[src/rtl/winv_loader_pkg.sv]
// Shared constants for the WINV loader and the WINV storage banks it fills.
// DEPTH is the per-bank entry count; the banks must use the same expression.
package winv_loader_pkg;

   localparam int unsigned RING_DEPTH = 4;
   localparam int unsigned PE_DEPTH   = 2;
   localparam int unsigned DEPTH      = ((1 << (RING_DEPTH - PE_DEPTH)) - 1) + PE_DEPTH;

   typedef enum logic [1:0] {
      ST_IDLE = 2'd0,
      ST_LOAD = 2'd1,
      ST_DONE = 2'd2
   } state_e;

   // A counter over n values needs at least one bit, even when n == 1.
   function automatic int unsigned cnt_width(input int unsigned n);
      return (n > 1) ? $clog2(n) : 1;
   endfunction

endpackage

[src/rtl/winv_loader_addr_gen.sv]
// Bank/address counter pair for the WINV loader: bank-minor ordering, and a flag
// that marks the final slot (last bank, address DEPTH-1).
module winv_loader_addr_gen
   import winv_loader_pkg::*;
#(
   parameter int unsigned HLEN   = 9,
   parameter int unsigned PE_NUM = 4,
   parameter int unsigned BW     = cnt_width(PE_NUM)
) (
   input  logic            clk,
   input  logic            rst_n,
   input  logic            clr_i,
   input  logic            adv_i,
   output logic [BW-1:0]   bank_o,
   output logic [HLEN-1:0] addr_o,
   output logic            last_o
);

   logic [BW-1:0]   bank_q, bank_d;
   logic [HLEN-1:0] addr_q, addr_d;
   logic            bank_wrap;

   assign bank_wrap = (bank_q == BW'(PE_NUM - 1));
   assign last_o    = bank_wrap && (addr_q == HLEN'(DEPTH - 1));
   assign bank_o    = bank_q;
   assign addr_o    = addr_q;

   // Counters park on the final slot so the address can never pass DEPTH-1.
   always_comb begin
      bank_d = bank_q;
      addr_d = addr_q;
      if (clr_i) begin
         bank_d = '0;
         addr_d = '0;
      end else if (adv_i && !last_o) begin
         if (bank_wrap) begin
            bank_d = '0;
            addr_d = addr_q + 1'b1;
         end else begin
            bank_d = bank_q + 1'b1;
         end
      end
   end

   always_ff @(posedge clk or negedge rst_n) begin
      if (!rst_n) begin
         bank_q <= '0;
         addr_q <= '0;
      end else begin
         bank_q <= bank_d;
         addr_q <= addr_d;
      end
   end

endmodule

[src/rtl/winv_loader.sv]
// Streams twiddle words round-robin into PE_NUM WINV bank write ports.
// Optional WINV_LOADER_CHKSUM_EN adds chk_sum, the mod-2^DLEN sum of accepted words.
module winv_loader
   import winv_loader_pkg::*;
#(
   parameter int unsigned DLEN   = 32,
   parameter int unsigned HLEN   = 9,
   parameter int unsigned PE_NUM = 1 << PE_DEPTH
) (
   input  logic              clk,
   input  logic              rst_n,
   input  logic              start,
   input  logic              win_valid,
   input  logic [DLEN-1:0]   win_data,
   output logic              win_ready,
   output logic [PE_NUM-1:0] wen,
   output logic [HLEN-1:0]   waddr,
   output logic [DLEN-1:0]   wdata,
   output logic              busy,
   output logic              done
`ifdef WINV_LOADER_CHKSUM_EN
   ,
   output logic [DLEN-1:0]   chk_sum
`endif
);

   localparam int unsigned BW = cnt_width(PE_NUM);

   state_e            state_q, state_d;
   logic              accept;
   logic              clr;
   logic              last;
   logic [BW-1:0]     bank;
   logic [HLEN-1:0]   addr;
   logic [PE_NUM-1:0] wen_q, wen_d;
   logic [HLEN-1:0]   waddr_q, waddr_d;
   logic [DLEN-1:0]   wdata_q, wdata_d;

   assign win_ready = (state_q == ST_LOAD);
   assign busy      = (state_q == ST_LOAD);
   assign done      = (state_q == ST_DONE);
   assign accept    = win_valid && win_ready;
   assign clr       = start && (state_q != ST_LOAD);

   winv_loader_addr_gen #(
      .HLEN   (HLEN),
      .PE_NUM (PE_NUM),
      .BW     (BW)
   ) u_addr_gen (
      .clk    (clk),
      .rst_n  (rst_n),
      .clr_i  (clr),
      .adv_i  (accept),
      .bank_o (bank),
      .addr_o (addr),
      .last_o (last)
   );

   always_comb begin
      state_d = state_q;
      case (state_q)
         ST_IDLE: if (start) state_d = ST_LOAD;
         ST_LOAD: if (accept && last) state_d = ST_DONE;
         ST_DONE: if (start) state_d = ST_LOAD;
         default: state_d = ST_IDLE;
      endcase
   end

   always_comb begin
      wen_d   = '0;
      waddr_d = waddr_q;
      wdata_d = wdata_q;
      if (accept) begin
         for (int unsigned b = 0; b < PE_NUM; b++) begin
            wen_d[b] = (bank == BW'(b));
         end
         waddr_d = addr;
         wdata_d = win_data;
      end
   end

   always_ff @(posedge clk or negedge rst_n) begin
      if (!rst_n) begin
         state_q <= ST_IDLE;
         wen_q   <= '0;
         waddr_q <= '0;
         wdata_q <= '0;
      end else begin
         state_q <= state_d;
         wen_q   <= wen_d;
         waddr_q <= waddr_d;
         wdata_q <= wdata_d;
      end
   end

   assign wen   = wen_q;
   assign waddr = waddr_q;
   assign wdata = wdata_q;

`ifdef WINV_LOADER_CHKSUM_EN
   logic [DLEN-1:0] sum_q, sum_d;

   // Registered alongside the write stage so the sum lines up with the bus.
   always_comb begin
      sum_d = sum_q;
      if (clr) begin
         sum_d = '0;
      end else if (accept) begin
         sum_d = sum_q + win_data;
      end
   end

   always_ff @(posedge clk or negedge rst_n) begin
      if (!rst_n) begin
         sum_q <= '0;
      end else begin
         sum_q <= sum_d;
      end
   end

   assign chk_sum = sum_q;
`endif

endmodule

[config.mk]
export PLATFORM = sky130hd
export DESIGN_NAME = winv_loader
export DESIGN_NICKNAME = d
export VERILOG_FILES = /design/src/rtl/winv_loader_pkg.sv /design/src/rtl/winv_loader_addr_gen.sv /design/src/rtl/winv_loader.sv
export SDC_FILE = /design/constraint.sdc
export NUM_CORES = 1
export LEC_CHECK = 0
export BUFFER_PORTS_ARGS = -buffer_cell sky130_fd_sc_hd__buf_4
export CAP_MARGIN = 20
export CELL_PAD_IN_SITES_DETAIL_PLACEMENT = 1
export CELL_PAD_IN_SITES_GLOBAL_PLACEMENT = 2
export CORE_MARGIN = 5
export CORE_UTILIZATION = 34
export DETAILED_ROUTE_END_ITERATION = 8
export GPL_TIMING_DRIVEN = 0
export PLACE_DENSITY_LB_ADDON = 0.15
export SETUP_SLACK_MARGIN = 0.15
export SYNTH_ARGS = -nofsm -noshare
export SYNTH_HDL_FRONTEND = slang
export SYNTH_SLANG_ARGS = --single-unit
[constraint.sdc]
create_clock -name clk -period 4.03 [get_ports clk]
set_input_delay 0.806 -clock clk [delete_from_list [all_inputs] [get_ports clk]]
set_output_delay 0.806 -clock clk [all_outputs]
set_load 0.1 [all_outputs]
Word level (Yosys, flattened, before mapping)
Cells that the tools add are included.
- divide/modulo/power cells: 0
- $lt $le $gt $ge: 0
- reductions and logical operators: 13
- bitwise operators: 0
- muxes and demuxes: 10
- add/sub/neg operators: 2
- multipliers: 0
- eq/ne operators: 9
- shift operators: 0
- operator list (cell ; count):
    $mux 9 ; 3
    $mux 2 ; 5
    $add 9x1->9 const B ; 1
    $eq 9x3->1 const B ; 1
    $eq 2x2->1 const B ; 3
    $ne 2x1->1 const B ; 3
    $logic_and 1x1->1 ; 5
    $eq 2x1->1 const B ; 2
    $logic_not 2->1 ; 2
    $mux 4 ; 1
    $pmux 2 s2 ; 1
    $reduce_and 2->1 ; 2
    $reduce_bool 2->1 ; 2
    $add 2x1->2 const B ; 1
    $reduce_or 2->1 ; 1
    $logic_not 1->1 ; 1
- bits in read-only memories: 0
- input port bits: 36
- memories kept: 0
- bits in registers: 58
- bits in latches: 0
- output and inout bits: 48
- word-level logic and storage cells: 40
- bits in writable memories: 0

Depth between registers and ports, before layout
- depth after elaboration: 6
- mapped depth: 7
- mapped depth without buffers: 6

Modules after synthesis
From an unflattened synthesis, not the netlist that was laid out.
- cells, all modules: 175
- area, all modules: 2632.5 um2
- by module, submodules not included (module ; area each (um2) ; times used ; sequential area each (um2) ; cells each):
    winv_loader ; 1973.1 ; 1 ; 1176.1 ; 106
    winv_loader_addr_gen ; 659.4 ; 1 ; 275.3 ; 69

Worst setup path before layout
OpenSTA, ideal clock, no wires.
- kind: flip-flop to output port
- start: register state_q[0]
- end: output port done
- path slack: 1.460 ns
- data required time: 3.224 ns
- buffers on the path: 0
- stages on the path, launching flop included: 2
- arrival time: 1.764 ns
- cell sequence: dfrtp_1 -> nor2b_1
- longest elaborated chain between the ends: 1
- ends and longest elaborated chain (element ; line ; RTL):
    start: declaration ; winv_loader.sv:29 ; state_e state_q, state_d;
    start signal: assignment ; winv_loader.sv:89 ; state_q <= state_d;
    $eq 2x2->1 ; winv_loader.sv:41 ; assign done = (state_q == ST_DONE);
    end: declaration ; winv_loader.sv:20 ; output logic done
No other way between the ends.

Worst setup path in the final report
- start: register state_q[0]
- end: output port win_ready
- longest elaborated chain between the ends: 1
- ends and longest elaborated chain (element ; line ; RTL):
    $eq 2x1->1 ; winv_loader.sv:39 ; assign win_ready = (state_q == ST_LOAD);
    end: declaration ; winv_loader.sv:15 ; output logic win_ready,
No other way between the ends.

==> reports/metrics.csv <==
metric,value,unit
run_status,completed,
crit_top_cell,buf_4,
max_stage_delay,0.39,ns
m1WireLength,2670,um
yosys_warnings,0,
grt_max_degree,59,
crit_path_max_fanout,6,
synth-seq-cells,58,
setup_viol,0,
cts_buffer_depth,2,
die_width,94.2,um
max_cap_viol_count,0,
max-vdd-ir-drop,0.258,mV
drive_gt1_share,52.7,%
place_congestion,0.686,
synth_edf_count,0,
setup.worst_path.start,state_q[0],
slew_headroom,50.4,%
cts_buffers,9,
firstDrtPassIters,4,
die_h,94.2,um
grt_pass1_wl,9310,um
met3_length,360,um
area_growth,41.2,%
critPathBufInv,3,
hold_slack,0.491,ns
route.met2.wl,2600,um
first_global_vias,1756,
p_leak,1.68,nW
h-tree-depth,3,
path_delay_family,buffers and inverters,
cts_resized,0,
rows,30,
powerDensity,880,nW/um^2
syn_nets,220,
grt_overflow,0,
insertion_delay,0.33,ns
crit_chain,or2b_1 > inv_1 > buf_4 > buf_4,
hp-class,flop to flop,
path_class,flop to output port,
remaining_drc_errors,0,
ant_nets,0,
die-area,8880,um^2
ios,84,
top_layer,met4,
min_period,2.36,ns
start_kind,flop,
wl_per_cell,15.3,um
layout_common_cells,"buf_4, dfrtp_1, mux2_2, clkbuf_8, nand3_1",
cp_slowest_cell,dfrtp_1,
cts_root_buf,clkbuf_8,
n_antenna_cell,0,
netlist_instances,178,
timing.setup.tns,0,ns
post-cts-setup-buffers,0,
core,6830,um^2
layout.nets,314,
dpl.hpwl,4140,um
io_buffers,83,
utilization,49.9,%
cts_sinks,58,
cts_tree,built,
synth_area,2410,um^2
avgSynthCellArea,13.6,um^2
critPathArrivalTime,1.55,ns
wirelength,5700,um
ys.flop_type,dfrtp_1,
post-route-period-util,58.5,%
postCtsHoldBufs,0,
grt_util_all_layers,13.8,%
drt_iter0_markers,42,
tightest_slew,0.744,ns
finalNonFillerCells,373,
cp.required,3.22,ns
finalClockSkew,0.00866,ns
fillers,728,
min_from,waddr[1],
layout_commonest_cell,buf_4,
rsz0062_at_grt,false,
max_freq,0.424,GHz
initial_core_util,35.3,%
ys_async_sr_fraction,100,%
avgViaCountPerCell,4.61,
report.final.slew_viol_count,0,
finalHoldViolations,0,
antenna_found_initial,0,
endpoint_kind,output port,
dp_cells,357,
route.vias.total,1718,
r2r_start,u_addr_gen.bank_o[0],
yosysSeqAreaShare,60.2,%
yosysUniqueCellTypes,37,
path_clk_slew,0.07,ns
final cells by class:
type | instances | area (um^2) | area share [%]
Inverter | 8 | 30.0 | 0.881
Sequential cell | 58 | 1450 | 42.6
Clock inverter | 5 | 100 | 2.94
Multi-Input combinational cell | 104 | 881 | 25.9
Timing Repair Buffer | 83 | 623 | 18.3
Tap cell | 96 | 120 | 3.53
Clock buffer | 11 | 151 | 4.44
Buffer | 8 | 50.0 | 1.47
per-layer routing:
layer / GRT usage, % / up-vias
met4: 6.14 / 0
li1: - / 822
met5: 0 / -
met2: 20.6 / 59
met1: 18.5 / 830
met3: 3.77 / 7
path summary, 6_finish.rpt:
path	end	slack [ns]	depth (start not counted)
worst max register to register	u_addr_gen.addr_o[6]	2.17	6
min in group asynchronous	wdata[25]	0.53	1
worst min-delay path	waddr[1]	0.49	2
max in group asynchronous	state_q[1]	2.99	1
worst max-delay path	win_ready	1.67	4
worst min register to register	waddr[1]	0.49	2
stage by stage:
stage	area [um^2]	power [mW]	worst slack [ns]
after floorplan	2410	2.01	1.46
after global routing	3410	3.14	1.55
final	3410	3.00	1.67
after detailed placement	3160	2.36	1.79
after global placement	3160	2.34	1.83
after CTS	3410	3.04	1.64
logic make-up (layout without fill, tap and decap cells):
kind of cell	Yosys count	count (layout)	synth area share, %
adder cells (fa/ha/maj)	6	6	3.11
AND/OR/NAND/NOR	38	38	9.13
multiplexers	38	38	17.7
XOR/XNOR	1	1	0.363
buffers and inverters	16	115	3.32
flip-flops	58	58	60.2
AO/OA/AOI/OAI	21	21	6.17
power breakdown:
part | internal [mW] | switching (mW)
Combinational | 0.357 | 1.15
Clock | 0.442 | 0.230
Sequential | 0.727 | 0.0909
Total | 1.53 | 1.47
cells in the mapped netlist, types with 2 or more instances:
| library cell | number | area [um^2] |
|---|---|---|
| mux2_2 | 38 | 428 |
| nand2_1 | 8 | 30.0 |
| buf_4 | 2 | 15.0 |
| o21ai_0 | 7 | 35.0 |
| or3_1 | 2 | 12.5 |
| nor3_1 | 2 | 10.0 |
| inv_1 | 8 | 30.0 |
| buf_2 | 4 | 20.0 |
| dfrtp_1 | 58 | 1450 |
| nand2b_1 | 2 | 12.5 |
| a21oi_1 | 2 | 10.0 |
| nand3_1 | 9 | 45.0 |
| a211o_1 | 2 | 17.5 |
| and3_1 | 6 | 37.5 |
| ha_1 | 6 | 75.1 |
state kept, by name (all words and copies together), names as in the netlist:
name and count:
state_q 2, u_addr_gen.addr_o 9, u_addr_gen.bank_o 2, waddr 9, wdata 32, wen 4
tightest hold or removal path, stage by stage, from the launching register on:
cell	delay, ns
dfrtp_1	0.34
nand2_1	0.05
o21ai_0	0.06
Power figures use the tool's default switching activity.
